<file path="config.mk">
export PLATFORM = sky130hd
export DESIGN_NAME = i2c_slave_fsm
export DESIGN_NICKNAME = d
export VERILOG_FILES = /design/src/rtl/i2c_slave_fsm.sv
export SDC_FILE = /design/constraint.sdc
export NUM_CORES = 1
export LEC_CHECK = 0
export CORE_MARGIN = 2
export CORE_UTILIZATION = 35
export CTS_CLUSTER_DIAMETER = 120
export DETAILED_ROUTE_END_ITERATION = 6
export PLACE_DENSITY = 0.6
export SLEW_MARGIN = 20
export SYNTH_ARGS = -nofsm -noshare
export SYNTH_HDL_FRONTEND = slang
export SYNTH_SLANG_ARGS = --single-unit
export TNS_END_PERCENT = 1
</file>
<file path="constraint.sdc">
create_clock -name i_clk -period 3 [get_ports i_clk]
set_input_delay 0.45 -clock i_clk [delete_from_list [all_inputs] [get_ports i_clk]]
set_output_delay 0.45 -clock i_clk [all_outputs]
set_load 0.01 [all_outputs]
</file>
<file path="src/rtl/i2c_slave_fsm.sv">
// -----------------------------------------------------------------------------
// i2c_slave_fsm
//   I2C target FSM. Oversamples SCL/SDA on the fast internal clock, detects
//   START / repeated START / STOP, matches a fixed 7-bit address, ACKs it and
//   then receives (master write) or transmits (master read) bytes. SCL is never
//   stretched.
//
// Ports
//   i_clk       internal clock, at least 10x the SCL rate
//   i_rst       synchronous active-high reset
//   i_scl       SCL pin (asynchronous)
//   i_sda       SDA pin (asynchronous)
//   o_sda       SDA open-drain drive: 0 = pull low, 1 = release
//   i_tx_data   byte to transmit, loaded on the SCL fall that starts a byte
//   o_tx_req    1-cycle pulse: next byte must be on i_tx_data within 2 cycles
//   o_rx_data   last byte received from the master
//   o_rx_valid  1-cycle pulse when o_rx_data updates
//   o_rw        R/W bit of the current transaction (1 = master read)
//   o_active    high from address match until STOP, NACK or START
// -----------------------------------------------------------------------------
module i2c_slave_fsm #(
   parameter logic [6:0] P_ADDR = 7'h50
) (
   input  logic       i_clk,
   input  logic       i_rst,
   input  logic       i_scl,
   input  logic       i_sda,
   output logic       o_sda,
   input  logic [7:0] i_tx_data,
   output logic       o_tx_req,
   output logic [7:0] o_rx_data,
   output logic       o_rx_valid,
   output logic       o_rw,
   output logic       o_active
);

   typedef enum logic [2:0] {
      StIdle,
      StAddr,
      StAddrAck,
      StRx,
      StRxAck,
      StTx,
      StTxAck,
      StWaitStop
   } state_e;

   // Pin conditioning: two synchroniser flops plus one history flop per pin.
   logic scl_s1_q, scl_s2_q, scl_d1_q;
   logic sda_s1_q, sda_s2_q, sda_d1_q;

   state_e     state_q;
   logic [7:0] shift_q;
   logic [2:0] bitcnt_q;
   // In the ACK states: 0 = waiting for the first event, 1 = second phase.
   logic       ack_phase_q;

   logic       sda_q;
   logic       tx_req_q;
   logic [7:0] rx_data_q;
   logic       rx_valid_q;
   logic       rw_q;
   logic       active_q;

   logic       scl_rise;
   logic       scl_fall;
   logic       start_det;
   logic       stop_det;
   logic [7:0] shift_in;

   // START/STOP only need SCL high in the current sample, so an SDA edge that
   // lands in the same cycle as an SCL rise is still seen as a bus condition.
   always_comb begin
      scl_rise  = scl_s2_q & ~scl_d1_q;
      scl_fall  = ~scl_s2_q & scl_d1_q;
      start_det = sda_d1_q & ~sda_s2_q & scl_s2_q;
      stop_det  = ~sda_d1_q & sda_s2_q & scl_s2_q;
      shift_in  = {shift_q[6:0], sda_s2_q};
   end

   always_ff @(posedge i_clk) begin
      if (i_rst) begin
         scl_s1_q    <= 1'b1;
         scl_s2_q    <= 1'b1;
         scl_d1_q    <= 1'b1;
         sda_s1_q    <= 1'b1;
         sda_s2_q    <= 1'b1;
         sda_d1_q    <= 1'b1;
         state_q     <= StIdle;
         shift_q     <= 8'h00;
         bitcnt_q    <= 3'd0;
         ack_phase_q <= 1'b0;
         sda_q       <= 1'b1;
         tx_req_q    <= 1'b0;
         rx_data_q   <= 8'h00;
         rx_valid_q  <= 1'b0;
         rw_q        <= 1'b0;
         active_q    <= 1'b0;
      end else begin
         scl_s1_q <= i_scl;
         scl_s2_q <= scl_s1_q;
         scl_d1_q <= scl_s2_q;
         sda_s1_q <= i_sda;
         sda_s2_q <= sda_s1_q;
         sda_d1_q <= sda_s2_q;

         tx_req_q   <= 1'b0;
         rx_valid_q <= 1'b0;

         if (start_det) begin
            state_q  <= StAddr;
            bitcnt_q <= 3'd0;
            sda_q    <= 1'b1;
            active_q <= 1'b0;
         end else if (stop_det) begin
            state_q  <= StIdle;
            sda_q    <= 1'b1;
            active_q <= 1'b0;
         end else begin
            case (state_q)
               StIdle: begin
                  sda_q <= 1'b1;
               end

               StAddr: begin
                  if (scl_rise) begin
                     shift_q  <= shift_in;
                     bitcnt_q <= bitcnt_q + 3'd1;
                     if (bitcnt_q == 3'd7) begin
                        // shift_in[7:1] is the address, shift_in[0] the R/W bit
                        if (shift_q[6:0] == P_ADDR) begin
                           rw_q        <= sda_s2_q;
                           active_q    <= 1'b1;
                           tx_req_q    <= sda_s2_q;
                           ack_phase_q <= 1'b0;
                           state_q     <= StAddrAck;
                        end else begin
                           state_q <= StWaitStop;
                        end
                     end
                  end
               end

               StAddrAck: begin
                  if (scl_fall) begin
                     if (!ack_phase_q) begin
                        sda_q       <= 1'b0;
                        ack_phase_q <= 1'b1;
                     end else begin
                        bitcnt_q <= 3'd0;
                        if (rw_q) begin
                           shift_q <= i_tx_data;
                           sda_q   <= i_tx_data[7];
                           state_q <= StTx;
                        end else begin
                           sda_q   <= 1'b1;
                           state_q <= StRx;
                        end
                     end
                  end
               end

               StRx: begin
                  if (scl_rise) begin
                     shift_q  <= shift_in;
                     bitcnt_q <= bitcnt_q + 3'd1;
                     if (bitcnt_q == 3'd7) begin
                        rx_data_q   <= shift_in;
                        rx_valid_q  <= 1'b1;
                        ack_phase_q <= 1'b0;
                        state_q     <= StRxAck;
                     end
                  end
               end

               StRxAck: begin
                  if (scl_fall) begin
                     if (!ack_phase_q) begin
                        sda_q       <= 1'b0;
                        ack_phase_q <= 1'b1;
                     end else begin
                        sda_q    <= 1'b1;
                        bitcnt_q <= 3'd0;
                        state_q  <= StRx;
                     end
                  end
               end

               StTx: begin
                  // bitcnt_q counts bits already put on the bus for this byte.
                  if (scl_fall) begin
                     if (bitcnt_q == 3'd7) begin
                        sda_q       <= 1'b1;
                        bitcnt_q    <= 3'd0;
                        ack_phase_q <= 1'b0;
                        state_q     <= StTxAck;
                     end else begin
                        shift_q  <= {shift_q[6:0], 1'b0};
                        sda_q    <= shift_q[6];
                        bitcnt_q <= bitcnt_q + 3'd1;
                     end
                  end
               end

               StTxAck: begin
                  if (scl_rise && !ack_phase_q) begin
                     if (!sda_s2_q) begin
                        tx_req_q    <= 1'b1;
                        ack_phase_q <= 1'b1;
                     end else begin
                        sda_q    <= 1'b1;
                        active_q <= 1'b0;
                        state_q  <= StWaitStop;
                     end
                  end else if (scl_fall && ack_phase_q) begin
                     shift_q  <= i_tx_data;
                     sda_q    <= i_tx_data[7];
                     bitcnt_q <= 3'd0;
                     state_q  <= StTx;
                  end
               end

               StWaitStop: begin
                  sda_q <= 1'b1;
               end

               default: begin
                  sda_q   <= 1'b1;
                  state_q <= StIdle;
               end
            endcase
         end
      end
   end

   assign o_sda      = sda_q;
   assign o_tx_req   = tx_req_q;
   assign o_rx_data  = rx_data_q;
   assign o_rx_valid = rx_valid_q;
   assign o_rw       = rw_q;
   assign o_active   = active_q;

endmodule

</file>
======== After elaboration in Yosys (flattened, before gate mapping) ========
Index checks and enable logic that the tools add are counted.
storage, ports and cells
  word-level logic and storage cells ...... 171
  bits of input ports ..................... 12
  register bits after elaboration ......... 33
operators by class
  eq/ne operators ......................... 44
  $add $sub $neg .......................... 1
  bitwise operators ....................... 14
  reduce and logical (&&, ||, !) cells .... 26
  mux-type cells .......................... 69
operators by type and width
  kind                                                  number
  2-to-1 mux 3 bit                                      22
  2-to-1 mux 7 bit                                      8
  != test 4 bit (second input constant)                 10
  != test 2 bit (second input constant)                 18
  2-to-1 mux 1 bit                                      32
  one-hot mux 7 bit (4 select lines)                    1
  AND reduction 13 bit                                  2
  AND reduction 11 bit                                  2
  one-hot mux 3 bit (6 select lines)                    1
  AND reduction 6 bit                                   3
  equality test 3 bit (second input constant)           5
  one-hot mux 3 bit (4 select lines)                    1
  != test 5 bit (second input constant)                 2
  one-hot mux 1 bit (5 select lines)                    2
  nonzero test 5 bit                                    2
  NOT 1 bit                                             8
  AND reduction 8 bit                                   1
  nonzero test 4 bit                                    2
  nonzero test 8 bit                                    1
  OR reduction 2 bit                                    4
  equality test 7 bit (second input constant)           1
  bitwise AND 1 bit                                     6
  equality test 3 x 2 -> 1 bit (second input constant)  2
  != test 2 x 1 -> 1 bit (second input constant)        3
  12 further kinds                                      15

======== Logic depth before layout (Yosys ltp) ========
Gate-level depths: netlist (run 1).
  word-level depth ........................ 8
  mapped depth ............................ 6
  depth with buffers taken out ............ 6

======== Worst setup path after synthesis (run 1) ========
No wires, ideal clock.
  path type ............................... reg2reg
  start point ............................. register bitcnt_q[0]
  end point ............................... register rx_data_q[0] (netlist: o_rx_data[0])
  setup time .............................. 0.128 ns
  arrival ................................. 1.734 ns
  path buffers ............................ 0
  required time ........................... 2.872 ns
  clock period less this slack ............ 1.862 ns
  cell stages (with the launch flop) ...... 7
  path slack .............................. 1.138 ns
  cell sequence ........................... dfxtp_1 -> ha_1 -> ha_1 -> nand3b_4 -> a2111oi_4 -> mux2i_1 -> nor2_1
between the ends
  word-level cells in the longest chain between the ends .. 2
ends and longest elaborated chain
  element                        RTL line  source
  from (decl)                    54        logic [2:0] bitcnt_q;
  from (signal assigned)         128       bitcnt_q <= bitcnt_q + 3'd1;
  from (signal assigned)         166       bitcnt_q <= bitcnt_q + 3'd1;
  from (signal assigned)         200       bitcnt_q <= bitcnt_q + 3'd1;
  equality test 3 bit            167       if (bitcnt_q == 3'd7) begin
  AND reduction 5 bit (no line)  n/a
  to (signal assigned)           168       rx_data_q <= shift_in;
  to (decl)                      60        logic [7:0] rx_data_q;
Every way passes these cells.
A chain may end at the register's enable or synchronous reset.

======== Final worst setup path (run 1) ========
Ends and elaborated chain as after synthesis.

==> results of run 1 <==
-- kinds of logic (layout without fill, tap and decap cells) --
kind of cell	count (synthesis)	in the layout	share of synthesized area, %
AO/OA/AOI/OAI	57	57	22.7
XOR/XNOR	2	2	0.907
adder cells (fa/ha/maj)	2	2	1.30
buffers and inverters	20	40	5.05
flip-flops	33	33	34.2
multiplexers	22	22	11.9
AND/OR/NAND/NOR	75	75	24.0
-- cell type report --
| cell class | instances | area (µm²) |
|---|---|---|
| fillers | 560 | 3100 |
| multi-input cells | 158 | 1170 |
| flip-flops and latches | 33 | 661 |
| repair buffers | 27 | 275 |
| well taps | 72 | 90.1 |
| clock buffers | 7 | 86.3 |
| inverters | 6 | 22.5 |
-- layer usage --
| layer | vias to the layer above | track usage, % | wire length, µm |
|---|---|---|---|
| met5 | - | 0 | 0 |
| met4 | 0 | 5.26 | 72 |
| met3 | 6 | 3.22 | 142 |
| met2 | 25 | 24.4 | 2100 |
| met1 | 793 | 22.8 | 2200 |
| li1 | 823 | - | - |
-- synth_stat cells (2+ instances only) --
library cell | n | share of area (%)
a2111oi_0 | 2 | 0.91
a211oi_1 | 3 | 1.2
a21oi_1 | 13 | 3.4
a311oi_1 | 2 | 0.91
a31oi_1 | 2 | 0.65
and2_1 | 2 | 0.65
buf_2 | 6 | 1.6
buf_6 | 2 | 1.2
clkbuf_1 | 5 | 0.97
dfxtp_1 | 33 | 34
ha_1 | 2 | 1.3
inv_1 | 4 | 0.78
inv_2 | 2 | 0.39
mux2_2 | 7 | 4.1
mux2i_1 | 15 | 7.8
nand2_1 | 8 | 1.6
nand2b_1 | 4 | 1.3
nand3b_1 | 3 | 1.2
nand4_1 | 3 | 0.97
nor2_1 | 18 | 3.5
nor2b_1 | 11 | 3.6
nor3b_1 | 3 | 1.2
nor4_1 | 2 | 0.65
nor4bb_1 | 3 | 1.6
o211a_1 | 3 | 1.6
o211ai_1 | 2 | 0.78
o21a_1 | 2 | 0.78
o21ai_0 | 5 | 1.3
o21ai_1 | 4 | 1.0
o41ai_1 | 2 | 0.91
or2_1 | 6 | 1.9
-- worst max path at each step --
stage                                            to  cells after the start                     start  slack [ns]
after floorplan           o_rx_data[0]$_SDFFE_PP0P_                      6  bitcnt_q[0]$_SDFFE_PP0P_        1.14
after global placement      shift_q[6]$_SDFFE_PP0P_                      4   state_q[2]$_SDFFE_PP0P_        0.82
after detailed placement  o_rx_data[0]$_SDFFE_PP0P_                      6  bitcnt_q[0]$_SDFFE_PP0P_        0.83
after CTS                 o_rx_data[0]$_SDFFE_PP0P_                      6  bitcnt_q[0]$_SDFFE_PP0P_        0.78
after global routing      o_rx_data[0]$_SDFFE_PP0P_                      6  bitcnt_q[0]$_SDFFE_PP0P_        0.66
final                     o_rx_data[0]$_SDFFE_PP0P_                      6  bitcnt_q[0]$_SDFFE_PP0P_        0.78
-- flip-flops by register name (all words and copies together) (netlist names) --
register     cells
o_sda            1
scl_s1_q         1
sda_s2_q         1
sda_d1_q         1
state_q          3
sda_s1_q         1
scl_d1_q         1
shift_q          7
o_tx_req         1
o_rx_data        8
o_rx_valid       1
scl_s2_q         1
o_rw             1
ack_phase_q      1
bitcnt_q         3
o_active         1
-- where the power goes --
part / switching (W) / internal (W) / leakage (nW)
Combinational: 0.0000503 / 0.0000482 / 0.510
Sequential: 0.00000990 / 0.000446 / 0.267
Clock: 0.000163 / 0.000182 / 0.0443
Total: 0.000223 / 0.000676 / 0.821
-- layout by cell type (no fill, tap or decap), types with 4 or more instances in the layout --
cell / netlist / layout
dfxtp_1: 33 / 33
clkdlybuf4s50_1: 0 / 24
nor2_1: 18 / 18
mux2i_1: 15 / 15
a21oi_1: 13 / 13
nor2b_1: 11 / 11
nand2_1: 8 / 8
mux2_2: 7 / 7
or2_1: 6 / 6
clkbuf_8: 0 / 6
o21ai_0: 5 / 5
o21ai_1: 4 / 4
nand2b_1: 4 / 4
inv_1: 4 / 4
-- critical path, stage by stage (launching register included) --
cell and delay [ns]:
dfxtp_1 0.35, ha_1 0.15, ha_1 0.32, nand3b_4 0.12, a2111oi_4 0.82, mux2i_1 0.26
nor2_1 0.05
-- through the flow --
| step | setup slack, ns | hold slack, ns | cell area (µm²) | total power [W] | utilization [%] |
|---|---|---|---|---|---|
| global route | 0.663 | 0.418 | 2310 | 0.000937 | 42.7 |
| detailed placement | 0.834 | 0.395 | 2220 | 0.000564 | 41.1 |
| CTS | 0.778 | 0.412 | 2310 | 0.000905 | 42.7 |
| floorplan | 1.14 | 0.383 | 1930 | 0.000531 | - |
| global placement | 0.819 | 0.387 | 2220 | 0.000564 | 41.1 |
| finish | 0.779 | 0.406 | 2310 | 0.000899 | 42.7 |
==> results by group, run 1 <==
Worst setup path
  – Worst setup SP type: flip-flop
  – Worst R2R Start: bitcnt_q[0]$_SDFFE_PP0P_
  – Worst Setup Path Type: reg2reg
  – Worst r2r dst: o_rx_data[0]$_SDFFE_PP0P_
  – R2R setup slack: 0.78 ns
  – Worst EP required: 3.15 ns
  – Worst Setup End Kind: flip-flop
  – Worst Path Arrival: 2.37 ns
  – R2R cell count: 6
  – Max FO, Critical Path: 8

Hold path
  – Worst Hold Path EP: sda_s2_q$_SDFF_PP1_
  – Worst min path class: reg2reg
  – Hold Path Stages: 1
  – Hold_sp: sda_s1_q$_SDFF_PP1_

Clock network
  – CTS buffer count: 5
  – Clk sinks: 33
  – Root buf cell: clkbuf_8
  – Hold buffers post-CTS: 0
  – CTS Buffer Depth: 2
  – PostCTS Resize Cnt: 0
  – Worst-skew pair later-pin latency: 0.29 ns
  – Htree depth: 2
  – Clock tree from TritonCTS: yes
  – CTS clock-pin slew for the worst setup and hold paths: 0.07 ns
  – # Post-CTS Setup Buffers: 0

Timing
  – Slew margin rel.: 42.0%
  – Final worst path period need: 2.22 ns
  – Setup TNS: 0 ns
  – Fin. max-slew vios: 0
  – Slew at the pin closest to its max-slew limit: 0.869 ns
  – Fin crit share: 74.0%
  – Fmax: 450 MHz
  – Fin Clk Skew: 0.0122 ns
  – RSZ-0062 raised after global routing: false
  – Final Hold Vio Count: 0
  – Final setup violation count: 0

Place
  – Placed cells: 296
  – Final HPWL DP: 3190 µm
  – IO buf count: 24
  – Gpl congestion: 0.869

GRT
  – Vias in the first global route: 1573
  – First-pass GRT wire length: 7780 µm
  – Antenna violations before repair: 0
  – GRT Util Overall: 16.1%
  – Largest net degree at the start of global routing: 25
  – Grt ovf: 0

Logic synthesis
  – Share of async-settable or async-resettable flops after synthesis: 0%
  – Post-synthesis cell area: 0.00193 mm²
  – Avg Synthesized Cell Area: 9.15 µm²
  – Syn_nets: 225
  – Cells after synthesis: 211
  – Register area share after synthesis: 34.2%
  – Netlist cell types: 63
  – Dominant synthesized flop cell: dfxtp_1
  – Number of synthesized register bits: 33
  – Yosys warnings: 0
  – Number of flops mapped to enable cells by yosys: 0

Floorplan
  – Initial Utilization: 35.7%
  – Die area: 0.00613 mm²
  – Core ar.: 0.00541 mm²
  – Row count: 27
  – Die outline width: 78.3 µm
  – Die height: 78.3 µm
  – I/O pins: 25

Routing
  – 1st-iter DRT viols: 107
  – # DRC: 0
  – Vias: 1647
  – DR WL/cell: 14.9 µm
  – Via-to-Cell Ratio: 5.44
  – Router iterations before antenna repair: 4
  – ANT nets after route: 0
  – Routed wire length: 4520 µm

Layout
  – Fin nets: 245
  – Final non-filler cell total: 303
  – Layout cells sized above 1: 10.8%
  – N_diodes: 0
  – Area Growth Syn to Fin: 19.5%

Pwr
  – Worst VDD drop: 0.000213 V
  – P per Cell Area: 390 mW/mm²
  – Leak pwr: 0.821 nW

Job
  – Max-cap violations: 0

Status
  – Outcome: finished clean
Power figures use the tool's default switching activity.
==> inputs of run 2 (changes only) <==
==> constraint.sdc (replaced) <==
create_clock -name i_clk -period 2.2 [get_ports i_clk]
set_input_delay 0.33 -clock i_clk [delete_from_list [all_inputs] [get_ports i_clk]]
set_output_delay 0.33 -clock i_clk [all_outputs]
set_load 0.01 [all_outputs]
==> run 2 against run 1 <==
Clock skew shrank 0.0079 ns; sequential share of layout area fell by 0.73 points; power rose by 36%; cell count up 2.6%; non-clock buffer count rose by 8; critical path depth is 2 lower; highest routed layer unchanged.
==> results by group, run 2 (synthesis results as in run 1) <==
Clock network
  – Clk sinks: 33 (unchanged)
  – CTS clock-pin slew for the worst setup and hold paths: 0.07 ns (about the same)
  – Worst-skew pair later-pin latency: 0.28 ns (was 0.29 ns)
  – CTS buffer count: 5 (unchanged)
  – PostCTS Resize Cnt: 0 (unchanged)
  – Root buf cell: clkbuf_8 (unchanged)
  – # Post-CTS Setup Buffers: 0 (unchanged)
  – CTS Buffer Depth: 2 (unchanged)
  – Clock tree from TritonCTS: yes (unchanged)
  – Htree depth: 2 (unchanged)
  – Hold buffers post-CTS: 0 (unchanged)

GRT
  – First-pass GRT wire length: 7910 µm (was 7780 µm)
  – GRT Util Overall: 16.4% (was 16.1%)
  – Antenna violations before repair: 0 (unchanged)
  – Grt ovf: 0 (unchanged)
  – Largest net degree at the start of global routing: 24 (was 25)
  – Vias in the first global route: 1610 (was 1573)

Pwr
  – Flop pwr share: 51.1% (was 50.7%)
  – P per Cell Area: 516 mW/mm² (was 390 mW/mm²)
  – Internal power: 0.000926 W (was 0.000676 W)
  – Worst VDD drop: 0.000292 V (was 0.000213 V)
  – Clock Power Share: 37.6% (was 38.4%)
  – Switching Share: 24.2% (was 24.8%)
  – Final Power: 0.00122 W (was 0.000899 W)
  – Combinational share of power: 11.2% (was 11.0%)
  – Leak pwr: 0.861 nW (was 0.821 nW)
  – Sw Pwr: 0.000296 W (was 0.000223 W)

Layout
  – Commonest non-fill, non-tap cell in the layout: dfxtp_1 (unchanged)
  – Area Growth Syn to Fin: 22.6% (was 19.5%)
  – Fin nets: 253 (was 245)
  – Most frequent cells in the layout: dfxtp_1 (33), clkdlybuf4s50_1 (24), nor2_1 (18) (unchanged)
  – N_diodes: 0 (unchanged)
  – Number of flip-flops in the largest register: 8 (unchanged)
  – Layout cells sized above 1: 13.8% (was 10.8%)

Worst setup path
  – R2R setup slack: 0.29 ns (was 0.78 ns)
  – Worst EP required: 2.37 ns (was 3.15 ns)
  – Max FO, Critical Path: 13 (was 8)
  – Critical Path Max Stage Delay: 0.58 ns (was 0.82 ns)
  – Worst Path Arrival: 2.08 ns (was 2.37 ns)
  – Crit-path slowest cell: or4b_1 (was a2111oi_4)
  – Worst R2R Start: state_q[0]$_SDFFE_PP0P_ (was bitcnt_q[0]$_SDFFE_PP0P_)
  – Worst setup SP type: flip-flop (unchanged)
  – Worst r2r dst: shift_q[0]$_SDFFE_PP0P_ (was o_rx_data[0]$_SDFFE_PP0P_)
  – Worst Setup End Kind: flip-flop (unchanged)
  – Worst Setup Path Type: reg2reg (unchanged)
  – Crit-path cells: or4b_1 > o311a_1 > o2111ai_2 > mux2_2 (was ha_1 > ha_1 > nand3b_4 > a2111oi_4 > mux2i_1 > nor2_1)
  – R2R cell count: 4 (was 6)

Floorplan
  – Initial Utilization: 35.7% (unchanged)
  – Die height: 78.3 µm (unchanged)
  – Row count: 27 (unchanged)
  – I/O pins: 25 (unchanged)
  – Die area: 0.00613 mm² (unchanged)
  – Core ar.: 0.00541 mm² (unchanged)
  – Die outline width: 78.3 µm (unchanged)

Hold path
  – Hold_sp: scl_s1_q$_SDFF_PP1_ (was sda_s1_q$_SDFF_PP1_)
  – Worst Hold Path EP: scl_s2_q$_SDFF_PP1_ (was sda_s2_q$_SDFF_PP1_)
  – Hold Path Stages: 1 (unchanged)
  – Worst min path class: reg2reg (unchanged)

Routing
  – Vias: 1694 (was 1647)
  – Via-to-Cell Ratio: 5.45 (was 5.44)
  – 1st-iter DRT viols: 144 (was 107)
  – Routed wire length: 4600 µm (was 4520 µm)
  – # DRC: 0 (unchanged)
  – ANT nets after route: 0 (unchanged)
  – DR WL/cell: 14.8 µm (was 14.9 µm)
  – Router iterations before antenna repair: 5 (was 4)

Place
  – IO buf count: 24 (unchanged)
  – Gpl congestion: 0.870 (was 0.869)
  – Final HPWL DP: 3290 µm (was 3190 µm)

Timing
  – RSZ-0062 raised after global routing: false (unchanged)
  – Slew margin rel.: 61.1% (was 42.0%)
  – Fin. max-slew vios: 0 (unchanged)
  – Final worst path period need: 1.91 ns (was 2.22 ns)
  – Fin Clk Skew: 0.00435 ns (was 0.0122 ns)
  – Fin crit share: 86.8% (was 74.0%)
  – Slew at the pin closest to its max-slew limit: 0.576 ns (was 0.869 ns)
  – Final Hold Vio Count: 0 (unchanged)
  – Setup TNS: 0 ns (unchanged)
  – Fmax: 524 MHz (was 450 MHz)
  – Final setup violation count: 0 (unchanged)

Job
  – Max-cap violations: 0 (unchanged)

Status
  – Outcome: finished clean (unchanged)
## run 2: changes by cell type in the layout (fill, tap and decap cells not counted)
cell / delta
buf_4: +8
## run 2: worst max path at each step
stage,startpoint,to,slack [ns]
floorplan,bitcnt_q[0]$_SDFFE_PP0P_,o_rx_data[0]$_SDFFE_PP0P_,0.34
global placement,scl_s2_q$_SDFF_PP1_,state_q[1]$_SDFFE_PP0P_,0.29
detailed placement,state_q[0]$_SDFFE_PP0P_,shift_q[0]$_SDFFE_PP0P_,0.30
CTS,state_q[0]$_SDFFE_PP0P_,shift_q[0]$_SDFFE_PP0P_,0.29
global route,scl_s2_q$_SDFF_PP1_,state_q[1]$_SDFFE_PP0P_,0.08
finish,state_q[0]$_SDFFE_PP0P_,shift_q[0]$_SDFFE_PP0P_,0.29
## run 2: worst max-delay path, delay by kind of cell, from the launching register on
kind / cells / cell delay (ns)
mux: 1 / 0.39
compound gates: 2 / 0.35
flops: 1 / 0.47
simple gates: 1 / 0.58
## run 2: routing by layer
| metal | track usage (%) | up-vias | wire (µm) |
|---|---|---|---|
| met5 | 0 | - | 0 |
| met4 | 5.79 | 0 | 55 |
| met3 | 3.22 | 4 | 186 |
| met2 | 26.2 | 39 | 2130 |
| met1 | 21.9 | 813 | 2230 |
| li1 | - | 838 | - |
## run 2: power by group through the flow
stage | logic (W) | clock network [W] | registers (W)
2_1_floorplan | 0.0000980 | 0 | 0.000626
3_3_place_gp | 0.000138 | 0 | 0.000638
3_5_place_dp | 0.000137 | 0 | 0.000638
4_1_cts | 0.000137 | 0.000477 | 0.000624
5_1_grt | 0.000153 | 0.000497 | 0.000627
6_report | 0.000137 | 0.000460 | 0.000625
## run 2: final cells by class
type / instances / area [µm²]
fill: 544 / 3040
multi-input combinational: 158 / 1170
sequential: 33 / 661
timing repair buffer: 35 / 335
tap: 72 / 90.1
clock buffer: 7 / 86.3
inverter: 6 / 22.5
## run 2: per-stage QoR
step	hold WS (ns)	cell area [µm²]	cells	util (%)	setup WS, ns
CTS	0.411	2370	311	43.8	0.290
global placement	0.386	2280	304	42.2	0.290
global route	0.432	2370	311	43.8	0.0780
detailed placement	0.389	2280	304	42.2	0.297
floorplan	0.383	1930	211	-	0.338
finish	0.403	2370	311	43.8	0.290
==> inputs of run 3 (changes only) <==
==> constraint.sdc (replaced) <==
create_clock -name i_clk -period 2.5 [get_ports i_clk]
set_input_delay 0.375 -clock i_clk [delete_from_list [all_inputs] [get_ports i_clk]]
set_output_delay 0.375 -clock i_clk [all_outputs]
set_load 0.01 [all_outputs]
==> run 3 against run 2 <==
Maximum frequency shrank 13%; critical path type unchanged; largest cell class unchanged; register-to-register slack improved by 0.03 ns; utilization decreased by 1.0 points.
==> results by group, run 3 (synthesis results as in run 1) <==
Layout
  – N_diodes: 0 (unchanged)
  – Area Growth Syn to Fin: 19.8% (was 22.6%)
  – Register area: 661 µm² (unchanged)
  – Most frequent cells in the layout: dfxtp_1 (33), clkdlybuf4s50_1 (24), nor2_1 (18) (unchanged)
  – Layout cells sized above 1: 12.3% (was 13.8%)
  – Area of the multi-input gates: 0.00117 mm² (unchanged)
  – Number of flip-flops in the largest register: 8 (unchanged)
  – Fin nets: 248 (was 253)
  – Final instance area: 0.00231 mm² (was 0.00237 mm²)
  – Commonest non-fill, non-tap cell in the layout: dfxtp_1 (unchanged)
  – FILL cells: 567 (was 544)

Clock network
  – Clk sinks: 33 (unchanged)
  – Worst-skew pair later-pin latency: 0.29 ns (was 0.28 ns)
  – PostCTS Resize Cnt: 0 (unchanged)
  – Root buf cell: clkbuf_8 (unchanged)
  – CTS buffer count: 5 (unchanged)
  – CTS clock-pin slew for the worst setup and hold paths: 0.07 ns (about the same)
  – Clock tree from TritonCTS: yes (unchanged)
  – # Post-CTS Setup Buffers: 0 (unchanged)
  – Htree depth: 2 (unchanged)
  – CTS Buffer Depth: 2 (unchanged)
  – Hold buffers post-CTS: 0 (unchanged)

Worst setup path
  – R2R setup slack: 0.32 ns (was 0.29 ns)
  – Worst Setup Path Type: reg2reg (unchanged)
  – End point of the critical path: state_q[1]$_SDFFE_PP0P_ (was shift_q[0]$_SDFFE_PP0P_)
  – Crit-path cells: and2b_1 > a221oi_2 > a2111oi_0 > a2111oi_0 (was or4b_1 > o311a_1 > o2111ai_2 > mux2_2)
  – Worst Setup End Kind: flip-flop (unchanged)
  – Worst setup SP type: flip-flop (unchanged)
  – Max FO, Critical Path: 22 (was 13)
  – Crit-path most repeated cell: a2111oi_0
  – Worst Path Arrival: 2.33 ns (was 2.08 ns)
  – Worst EP required: 2.65 ns (was 2.37 ns)
  – Worst R2R Start: scl_s2_q$_SDFF_PP1_ (was state_q[0]$_SDFFE_PP0P_)
  – Crit-path slowest cell: dfxtp_1 (was or4b_1)
  – R2R cell count: 4 (unchanged)
  – Critical Path Max Stage Delay: 0.79 ns (was 0.58 ns)
  – Worst r2r dst: state_q[1]$_SDFFE_PP0P_ (was shift_q[0]$_SDFFE_PP0P_)
  – Setup crit start: scl_s2_q$_SDFF_PP1_ (was state_q[0]$_SDFFE_PP0P_)

GRT
  – Vias in the first global route: 1623 (was 1610)
  – Largest net degree at the start of global routing: 25 (was 24)
  – Grt ovf: 0 (unchanged)
  – GRT Util Overall: 16.2% (was 16.4%)
  – First-pass GRT wire length: 7810 µm (was 7910 µm)
  – Antenna violations before repair: 0 (unchanged)

Pwr
  – Leak pwr: 0.833 nW (was 0.861 nW)
  – Combinational share of power: 10.8% (was 11.2%)
  – Worst VDD drop: 0.000278 V (was 0.000292 V)
  – Clock Power Share: 37.4% (was 37.6%)
  – Internal power: 0.000784 W (was 0.000926 W)
  – Switching Share: 26.0% (was 24.2%)
  – Final Power: 0.00106 W (was 0.00122 W)
  – P per Cell Area: 458 mW/mm² (was 516 mW/mm²)
  – Flop pwr share: 51.9% (was 51.1%)
  – Sw Pwr: 0.000275 W (was 0.000296 W)

Routing
  – Router iterations before antenna repair: 4 (was 5)
  – 1st-iter DRT viols: 96 (was 144)
  – Vias: 1659 (was 1694)
  – ANT nets after route: 0 (unchanged)
  – # DRC: 0 (unchanged)
  – Routed wire length: 4580 µm (was 4600 µm)
  – Via-to-Cell Ratio: 5.40 (was 5.45)
  – DR WL/cell: 14.9 µm (was 14.8 µm)

Status
  – Outcome: finished clean (unchanged)

Timing
  – Slew margin rel.: 51.8% (was 61.1%)
  – Final worst slack: 0.316 ns (was 0.290 ns)
  – Final setup violation count: 0 (unchanged)
  – Slew at the pin closest to its max-slew limit: 0.722 ns (was 0.576 ns)
  – Fin. max-slew vios: 0 (unchanged)
  – Min Hold Slack: 0.407 ns (was 0.403 ns)
  – Fmax: 458 MHz (was 524 MHz)
  – Fin Clk Skew: 0.00704 ns (was 0.00435 ns)
  – Final worst path period need: 2.18 ns (was 1.91 ns)
  – Fin crit share: 87.3% (was 86.8%)
  – RSZ-0062 raised after global routing: false (unchanged)
  – Setup TNS: 0 ns (unchanged)
  – Final Hold Vio Count: 0 (unchanged)

Hold path
  – Worst min path class: reg2reg (unchanged)
  – Hold Path Stages: 1 (unchanged)

Place
  – Pre-CTS setup slack: 0.388 ns (was 0.297 ns)
  – IO buf count: 24 (unchanged)
  – Dpl cell area: 0.00223 mm² (was 0.00228 mm²)
  – Gpl congestion: 0.881 (was 0.870)
  – Final HPWL DP: 3150 µm (was 3290 µm)

Floorplan
  – Initial Utilization: 35.7% (unchanged)
  – I/O pins: 25 (unchanged)
  – Core ar.: 0.00541 mm² (unchanged)
  – Die outline width: 78.3 µm (unchanged)
  – Die height: 78.3 µm (unchanged)
  – Die area: 0.00613 mm² (unchanged)
  – Row count: 27 (unchanged)

Job
  – Max-cap violations: 0 (unchanged)
run 3: cell types whose count changed in the layout (fill, tap and decap cells not counted):
cell,delta
buf_12,-1
buf_4,-4
clkbuf_8,-1
clkinv_2,+2
run 3: critical path: cells and delay by family, from the launching register on:
kind,cells,cell delay [ns]
AO/OA/AOI/OAI,3,0.94
AND/OR/NAND/NOR,1,0.31
flip-flops,1,0.79
run 3: area by class of cell:
class	instances	area share, %
Multi-Input combinational cell	158	50.7
Sequential cell	33	28.6
Timing Repair Buffer	30	12.3
Tap cell	72	3.89
Clock buffer	6	3.14
Inverter	6	0.973
Clock inverter	2	0.433
run 3: worst min path at each step:
stage,startpoint,endpoint,slack (ns)
3_3_place_gp,sda_s1_q$_SDFF_PP1_,sda_s2_q$_SDFF_PP1_,0.39
2_1_floorplan,scl_s1_q$_SDFF_PP1_,scl_s2_q$_SDFF_PP1_,0.38
3_5_place_dp,sda_s1_q$_SDFF_PP1_,sda_s2_q$_SDFF_PP1_,0.39
6_report,sda_s1_q$_SDFF_PP1_,sda_s2_q$_SDFF_PP1_,0.41
4_1_cts,sda_s1_q$_SDFF_PP1_,sda_s2_q$_SDFF_PP1_,0.41
5_1_grt,sda_s1_q$_SDFF_PP1_,sda_s2_q$_SDFF_PP1_,0.43
run 3: per-stage QoR:
stage               std cells  utilization [%]
floorplan                 211                -
global route              307             42.8
detailed placement        299             41.3
CTS                       307             42.8
global placement          299             41.3
finish                    307             42.8
run 3: per-layer routing:
layer  track usage, %  wire [µm]  part of all wire, %  up-vias
met1             20.7       2210                   48      780
met4             7.19        101                  2.2        0
met5                0          0                    0        -
met3             3.91        170                  3.7        8
met2             25.9       2100                   46       43
li1                 -          -                    -      828
run 3: power by group through the flow:
stage | combinational [W] | sequential [W] | clock, W
floorplan | 0.0000863 | 0.000551 | 0
global placement | 0.000114 | 0.000561 | 0
detailed placement | 0.000114 | 0.000561 | 0
CTS | 0.000115 | 0.000549 | 0.000411
global route | 0.000127 | 0.000551 | 0.000436
finish | 0.000114 | 0.000550 | 0.000396
